===== src/rtl/fetch_pkg.sv =====
// Shared types and constants for the front-end fetch sequencer.
package fetch_pkg;

  typedef enum logic [1:0] {
    IDLE  = 2'd0,
    ISSUE = 2'd1,
    WAIT  = 2'd2
  } fetch_state_e;

  typedef struct packed {
    logic [31:0] pc;
    logic        single;
    logic        btb_hit;
    logic [31:0] btb_target;
    logic        btb_taken;
  } fetch_req_t;

  localparam logic [31:0] INST_BYTES = 32'd4;

  // Advance a PC by a number of instruction slots, wrapping mod 2^32.
  function automatic logic [31:0] pc_step(input logic [31:0] pc, input logic [1:0] slots);
    logic [31:0] step;
    step = (slots == 2'd2) ? (INST_BYTES << 1) : INST_BYTES;
    return pc + step;
  endfunction

endpackage


===== src/rtl/fetch_ctrl.sv =====
// Fetch sequencer: owns the PC, issues one imem request at a time and
// enqueues single or dual instruction words into the iq.
module fetch_ctrl
  import fetch_pkg::*;
#(
  parameter logic [31:0] RESET_PC      = 32'h0000_0000,
  parameter int unsigned FETCH_TIMEOUT = 64
) (
  input  logic        clk,
  input  logic        rst,
  output logic        imem_req,
  output logic [31:0] imem_addr,
  output logic        imem_dual,
  input  logic        imem_rvalid,
  input  logic [31:0] imem_rdata1,
  input  logic [31:0] imem_rdata2,
  input  logic        btb_hit,
  input  logic [31:0] btb_target,
  input  logic        btb_taken,
  input  logic        iq_full,
  input  logic        mispredict,
  input  logic [31:0] redirect_pc,
  input  logic        singlemode,
  output logic        inst1_in_valid,
  output logic        inst2_in_valid,
  output logic [31:0] inst1_in,
  output logic [31:0] inst2_in,
  output logic [31:0] inst1_in_pc4,
  output logic [31:0] inst2_in_pc4,
  output logic        in_branch_valid,
  output logic [31:0] in_btb_pc_predict,
  output logic        in_direct_predict,
  output logic        err_timeout
);

  localparam int CW = (FETCH_TIMEOUT > 2) ? $clog2(FETCH_TIMEOUT) : 1;
  localparam logic [CW-1:0] CNT_LIMIT = CW'(FETCH_TIMEOUT - 1);

  fetch_state_e  state_r;
  fetch_req_t    req_r;
  logic [31:0]   pc_r;
  logic          drop_r;
  logic [CW-1:0] cnt_r;

  logic          single_s;
  logic [31:0]   next_pc_s;

  // Width and next-PC decision for a request issued from the current PC.
  always_comb begin
    single_s  = singlemode | btb_hit | pc_r[2];
    next_pc_s = pc_step(pc_r, 2'd2);
    if (single_s) begin
      if (btb_hit && btb_taken) begin
        next_pc_s = btb_target;
      end else begin
        next_pc_s = pc_step(pc_r, 2'd1);
      end
    end else begin
      next_pc_s = pc_step(pc_r, 2'd2);
    end
  end

  // Sequencer state, request latch and all registered outputs.
  always_ff @(posedge clk or negedge rst) begin
    if (!rst) begin
      state_r           <= IDLE;
      pc_r              <= RESET_PC;
      drop_r            <= 1'b0;
      cnt_r             <= '0;
      req_r             <= '0;
      imem_req          <= 1'b0;
      imem_addr         <= 32'h0000_0000;
      imem_dual         <= 1'b0;
      inst1_in_valid    <= 1'b0;
      inst2_in_valid    <= 1'b0;
      inst1_in          <= 32'h0000_0000;
      inst2_in          <= 32'h0000_0000;
      inst1_in_pc4      <= 32'h0000_0000;
      inst2_in_pc4      <= 32'h0000_0000;
      in_branch_valid   <= 1'b0;
      in_btb_pc_predict <= 32'h0000_0000;
      in_direct_predict <= 1'b0;
      err_timeout       <= 1'b0;
    end else begin
      imem_req          <= 1'b0;
      inst1_in_valid    <= 1'b0;
      inst2_in_valid    <= 1'b0;
      in_branch_valid   <= 1'b0;
      in_direct_predict <= 1'b0;
      err_timeout       <= 1'b0;

      if (mispredict) begin
        // Redirect wins over everything; never issue in this cycle.
        pc_r <= redirect_pc;
        case (state_r)
          WAIT: begin
            if (imem_rvalid) begin
              drop_r  <= 1'b0;
              cnt_r   <= '0;
              state_r <= ISSUE;
            end else begin
              drop_r  <= 1'b1;
              cnt_r   <= (cnt_r >= CNT_LIMIT) ? cnt_r : cnt_r + 1'b1;
              state_r <= WAIT;
            end
          end
          ISSUE: begin
            drop_r  <= (drop_r && imem_rvalid) ? 1'b0 : drop_r;
            cnt_r   <= '0;
            state_r <= ISSUE;
          end
          default: begin
            cnt_r   <= '0;
            state_r <= ISSUE;
          end
        endcase
      end else begin
        case (state_r)
          IDLE: begin
            state_r <= ISSUE;
          end
          ISSUE: begin
            // A timed-out request is still outstanding until its late response drains.
            if (drop_r) begin
              drop_r <= imem_rvalid ? 1'b0 : 1'b1;
            end else if (!iq_full) begin
              imem_req  <= 1'b1;
              imem_addr <= pc_r;
              imem_dual <= ~single_s;
              req_r     <= '{pc: pc_r, single: single_s, btb_hit: btb_hit,
                             btb_target: btb_target, btb_taken: btb_taken};
              pc_r      <= next_pc_s;
              cnt_r     <= '0;
              state_r   <= WAIT;
            end else begin
              state_r <= ISSUE;
            end
          end
          WAIT: begin
            if (imem_rvalid) begin
              cnt_r   <= '0;
              state_r <= ISSUE;
              if (drop_r) begin
                drop_r <= 1'b0;
              end else begin
                inst1_in_valid <= 1'b1;
                inst1_in       <= imem_rdata1;
                inst1_in_pc4   <= pc_step(req_r.pc, 2'd1);
                if (req_r.single) begin
                  inst2_in_valid    <= 1'b0;
                  in_branch_valid   <= req_r.btb_hit;
                  in_btb_pc_predict <= req_r.btb_target;
                  in_direct_predict <= req_r.btb_taken;
                end else begin
                  inst2_in_valid <= 1'b1;
                  inst2_in       <= imem_rdata2;
                  inst2_in_pc4   <= pc_step(req_r.pc, 2'd2);
                end
              end
            end else if (cnt_r >= CNT_LIMIT) begin
              // Re-fetch the lost request unless it had already been redirected away.
              err_timeout <= 1'b1;
              drop_r      <= 1'b1;
              cnt_r       <= '0;
              state_r     <= ISSUE;
              pc_r        <= drop_r ? pc_r : req_r.pc;
            end else begin
              cnt_r <= cnt_r + 1'b1;
            end
          end
          default: begin
            state_r <= IDLE;
          end
        endcase
      end
    end
  end

endmodule


===== config.mk =====
export PLATFORM = sky130hd
export DESIGN_NAME = fetch_ctrl
export DESIGN_NICKNAME = d
export VERILOG_FILES = /design/src/rtl/fetch_pkg.sv /design/src/rtl/fetch_ctrl.sv
export SDC_FILE = /design/constraint.sdc
export NUM_CORES = 1
export LEC_CHECK = 0
export ABC_AREA = 1
export CAP_MARGIN = 40
export CORE_UTILIZATION = 60
export CTS_BUF_LIST = sky130_fd_sc_hd__clkbuf_4 sky130_fd_sc_hd__clkbuf_8
export CTS_CLUSTER_SIZE = 10
export DETAILED_ROUTE_END_ITERATION = 8
export DONT_BUFFER_PORTS = 1
export PLACE_DENSITY = 0.84
export SLEW_MARGIN = 40
export SYNTH_ARGS = -nofsm -noshare
export SYNTH_HDL_FRONTEND = slang
export SYNTH_SLANG_ARGS = --single-unit

===== constraint.sdc =====
create_clock -name clk -period 3.4 [get_ports clk]
set_clock_uncertainty 0.2 [all_clocks]
set_input_delay 0.34 -clock clk [delete_from_list [all_inputs] [get_ports clk]]
set_output_delay 0.34 -clock clk [all_outputs]
set_load 0.02 [all_outputs]

======== Word-level counts from Yosys, hierarchy flattened ========
Index checks and enable logic that the tools add are counted.
storage, ports and cells
  flip-flop bits (word level) ............. 275
operators by class
  add/subtract/negate cells ............... 5
  $lt $le $gt $ge ......................... 1
  equality and inequality tests ........... 10
  mux-type cells .......................... 61
  bitwise operators ....................... 7
  reductions and logical operators ........ 13
operators with widths
  operator               count
  $mux 32                8
  $add 32x3->32 const B  2
  $add 32x4->32 const B  2
  $pmux 32 s2            1
  $mux 6                 8
  $mux 1                 33
  $ne 3x3->1 const B     6
  $mux 2                 7
  $pmux 6 s2             1
  $reduce_and 4->1       3
  $reduce_and 5->1       2
  $ne 4x4->1 const B     2
  $add 6x1->6 const B    1
  $ge 6x6->1 const B     1
  $pmux 2 s3             1
  $reduce_and 6->1       1
  $not 1->1              5
  $pmux 1 s2             2
  $reduce_and 3->1       1
  $reduce_bool 3->1      1
  $eq 2x1->1 const B     1
  $eq 2x2->1 const B     1
  $logic_and 1x1->1      2
  $logic_not 2->1        1
  other kinds (3)        4

======== Longest topological paths before layout ========
  depth in word-level cells ............... 7
  gate-level depth with buffers ........... 13

======== Worst setup path after synthesis ========
Ideal clock, no wire load.
  path kind ............................... register to register
  start ................................... reg pc_r[2]
  end ..................................... reg pc_r[22]
  library setup time ...................... 116 ps
  arrival time ............................ 1,579 ps
  setup slack ............................. 1,505 ps
  stages on the path, launching flop included .. 13
  path buffers ............................ 0
  cells stage by stage .................... dfrtp_1 > ha_1 > inv_1 > nor2_4 > nand2_1 > nor2_4 > nand2_1 > nand2_1 > nand3_1 > nand2_1 > nand3_1 > nand2_1 > nand2_1
on the way
  cells in the longest elaborated chain, start to end .. 7
  elaborated cells between the ends (all ways) .. 9
  classes of those cells .................. add/sub (2); mux (6); bitwise (1)
ends and longest elaborated chain
  what                      line               RTL
  start: declaration        fetch_ctrl.sv:41   logic [31:0] pc_r;
  start signal: assignment  fetch_ctrl.sv:94   pc_r <= redirect_pc;
  start signal: assignment  fetch_ctrl.sv:132  pc_r <= next_pc_s;
  start signal: assignment  fetch_ctrl.sv:166  pc_r <= drop_r ? pc_r : req_r.pc;
  $add 32x3->32             fetch_pkg.sv:24    return pc + step;
  $mux 32                   fetch_ctrl.sv:53   if (btb_hit && btb_taken) begin
  $mux 32 (*)               fetch_ctrl.sv:52   if (single_s) begin
  $mux 32 (*)               fetch_ctrl.sv:126  end else if (!iq_full) begin
  $mux 32 (*)               fetch_ctrl.sv:124  if (drop_r) begin
  $pmux 32 s2 (*)           fetch_ctrl.sv:118  case (state_r)
  $mux 32 (*)               fetch_ctrl.sv:92   if (mispredict) begin
Mark *: on every way between the ends. The rest lies on a longest branch, timed or not. The select of a mux whose other input is x is not followed.
A chain may end at the register's enable or synchronous reset.

======== Worst setup path after layout ========
  start ................................... in mispredict
  end ..................................... reg pc_r[6]
on the way
  cells in the longest elaborated chain, start to end .. 2
  elaborated cells between the ends (all ways) .. 8
  classes of those cells .................. eq/ne (5); mux (1); reduce/logical (2)
ends and longest elaborated chain
  what                                                              line              RTL
  start: declaration                                                fetch_ctrl.sv:21  input logic mispredict,
  $ne 3x3->1 (no line) / $reduce_bool 3->1 (equally long branches)  -
  $reduce_and 6->1 (no line)                                        -
Parallel ways exist; a longest one is shown, timed or not.

==> summary.txt <==
Status
  • Status: finished, violations left
  • Failing checks: negative hold slack

Critical path
  • Kind of critical path: in -> reg
  • Worst-path fanout max: 44
  • Slowest-stage cell, CP: dlygate4sd3_1
  • Largest stage delay on the critical path: 0.72 ns
  • Crit path DAT: 2.85 ns
  • Critical Path, Cell by Cell: dlygate4sd3_1, inv_4, nand2_1, nor2_1, a21oi_1, nand3_1, nor2_1, inv_2, buf_4, nor2_1, nand2_1, o21ai_0
  • Most common cell type on the critical path: nor2_1
  • CP Launch Type: primary input
  • CP endpoint kind: register
  • Required @ worst endpoint: 3.64 ns

Global routing
  • Total grt overflow: 0
  • Number of global-route vias before repair: 13230
  • Largest net degree at the start of global routing: 276
  • First-pass GRT wire length: 70990 um
  • Gr usage total: 0.3799
  • Initial antenna violation count: 2

Final layout
  • Fin cells: 2307
  • Fillers: 1737
  • Most common cell after layout, fill and taps aside: nand2_1
  • Most frequent cells in the layout: nand2_1, dfrtp_1, o21ai_0
  • Layout cells sized above 1: 0.07082
  • Layout area overhead: 14.99%
  • Nets: 2104

Synth
  • Cells after Synth: 1891
  • Netlist cell types: 42
  • Synth Area per Inst: 7.513 um2
  • Post-synth EDFFs: 0
  • Yosys top cell area share: 0.4844
  • Synth Flop Type: dfrtp_1
  • Syn nets: 2032
  • Ys async rst share: 1.000
  • Post-synth top area cell: dfrtp_1
  • Largest cells by area after synthesis: dfrtp_1, nand2_1, o21ai_0
  • Yosys warnings: 0
  • Synth Register Bits: 275
  • Sequential share of the synthesized area: 0.4844
  • Cell Area, Synth: 14210 um2

Clock tree
  • Clock slew at reported path FFs: 0.06 ns
  • CTS tree: built
  • Clock sink count: 275
  • Post-cts hold buffer count: 133
  • Post_cts resized: 0
  • Root buf cell: clkbuf_8
  • Worst skew pair latency: 0.56 ns
  • H-Tree Depth: 2
  • Post-CTS setup buffers: 0
  • CTS Buffer Depth: 3
  • Num CTS Buffers: 44

Min path
  • Hold Crit Class: in -> async

STA
  • Fin crit period: 2.618 ns
  • Fmax: 382.0 MHz
  • Final period util: 0.7700
  • Worst Tran Pin Value: 1.276 ns
  • Final hold violations: 275
  • Smallest hold slack: -0.7284 ns
  • Endpoints failing setup: 0
  • Relative slew slack: 0.1491
  • Setup TNS: 0 ns
  • RSZ-0062 raised after global routing: no
  • Slew Viols, Final: 0

Detailed routing
  • Wire per inst: 20.15 um
  • Pre-Repair DR Iteration Count: 8
  • DRC: 0
  • Drt total wl: 46490 um
  • Remaining antenna violation count after routing: 0
  • First DRT Iteration DRCs: 1348
  • Via density: 5.871
  • Vias after detailed routing: 13540

Floorplanning
  • FP Rows: 55
  • Area of the die: 24300 um2
  • Top-Level Pins: 335
  • Height of the die: 155.9 um
  • Initial core utilization: 0.6200
  • CORE AREA: 22920 um2
  • Die Wd: 155.9 um

Pwr
  • Pwr Density: 753.9 nW/um2
  • Overall power: 0.01232 W
  • Max VDD drop: 0.0004415 V
  • LEAKAGE: 7.961 nW

Placement
  • PortBufs: 0
  • HPWL Detailed: 30460 um
  • Placer Congestion: 0.9600
  • Placed Cells: 2096

Flow run
  • MaxCap Viol Count: 0
## power breakdown
| part | total, W | internal [W] | leakage [nW] | switching, W |
|---|---|---|---|---|
| clock | 0.00302 | 0.00169 | 0.494 | 0.00132 |
| sequential | 0.00679 | 0.00433 | 3.53 | 0.00246 |
| combinational | 0.00251 | 0.000967 | 3.94 | 0.00154 |
| total | 0.0123 | 0.00699 | 7.96 | 0.00533 |
## path summary, 6_finish.rpt
path                       slack (ns)  depth (start not counted)              startpoint                      endpoint
setup / recovery                 0.78                         12              mispredict           pc_r[6]$_DFFE_PN0P_
hold / removal                  -0.73                          0                     rst         req_r[57]$_DFFE_PN0P_
setup reg to reg                 0.86                         11  state_r[0]$_DFFE_PN0P_  inst2_in_pc4[26]$_DFFE_PN0P_
hold reg to reg                  0.28                          2   req_r[32]$_DFFE_PN0P_         req_r[32]$_DFFE_PN0P_
max in group asynchronous        2.68                          0                     rst          pc_r[25]$_DFFE_PN0P_
min in group clk                 0.02                          6          btb_target[24]          pc_r[24]$_DFFE_PN0P_
## registers in the layout, indices dropped and copies added (netlist names)
| name | cells |
|---|---|
| inst1_in | 32 |
| inst1_in_pc4 | 32 |
| in_branch_valid | 1 |
| in_btb_pc_predict | 32 |
| inst1_in_valid | 1 |
| inst2_in | 32 |
| state_r | 2 |
| drop_r | 1 |
| cnt_r | 6 |
| inst2_in_valid | 1 |
| imem_dual | 1 |
| inst2_in_pc4 | 32 |
| imem_req | 1 |
| pc_r | 32 |
| in_direct_predict | 1 |
| req_r | 67 |
| err_timeout | 1 |
## worst max-delay path, delay by kind of cell
kind,cells,cell delay [ns]
simple gates,6,0.58
compound gates,2,0.17
buf+inv,4,1.75
## logic make-up (layout without fill, tap and decap cells)
family	after synthesis	count (layout)	synth area share
AOI/OAI and AO/OA	281	281	0.1066
xor gates and xnor gates	40	40	0.02466
adders and majority gates	5	5	0.004403
buffers and inverters	278	378	0.08859
DFF	275	275	0.4844
muxes	7	7	0.005549
other	0	3	0
and+or+nand+nor	1005	1005	0.2858
## cell type report
cell class / instances / area, um2 / area share
clock inverter: 8 / 105.1 / 0.006433
clock buffer: 66 / 820.8 / 0.05024
antenna: 3 / 7.507 / 0.0004595
multi-input combinational: 1338 / 6077 / 0.3720
tap: 313 / 391.6 / 0.02397
timing repair buffer: 152 / 1476 / 0.09037
sequential: 275 / 6882 / 0.4212
inverter: 152 / 576.8 / 0.03531
## Yosys cell counts, types with 11 or more instances
| library cell | number |
|---|---|
| a21oi_1 | 30 |
| buf_2 | 36 |
| buf_4 | 36 |
| clkbuf_1 | 45 |
| dfrtp_1 | 275 |
| inv_1 | 143 |
| nand2_1 | 701 |
| nand3_1 | 101 |
| nor2_1 | 154 |
| nor2_2 | 13 |
| o21ai_0 | 185 |
| o21ai_1 | 11 |
| o22ai_1 | 23 |
| xor2_1 | 33 |
## stage by stage
stage / setup WS, ns / utilization / instance area [um2]
after floorplan: 1.505 / - / 14210
after global placement: 0.9711 / 0.6133 / 14050
after detailed placement: 0.9482 / 0.6136 / 14060
after CTS: 0.8865 / 0.7121 / 16320
after global routing: 0.5820 / 0.7127 / 16330
final: 0.7822 / 0.7129 / 16340
## routing by layer
layer  GRT usage  wire length [um]
met4      0.2250              2872
met1      0.4400             17100
met3      0.1042              4551
met2      0.6318             21970
met5           0                 0
No activity file was read; power rests on OpenSTA's default activity.
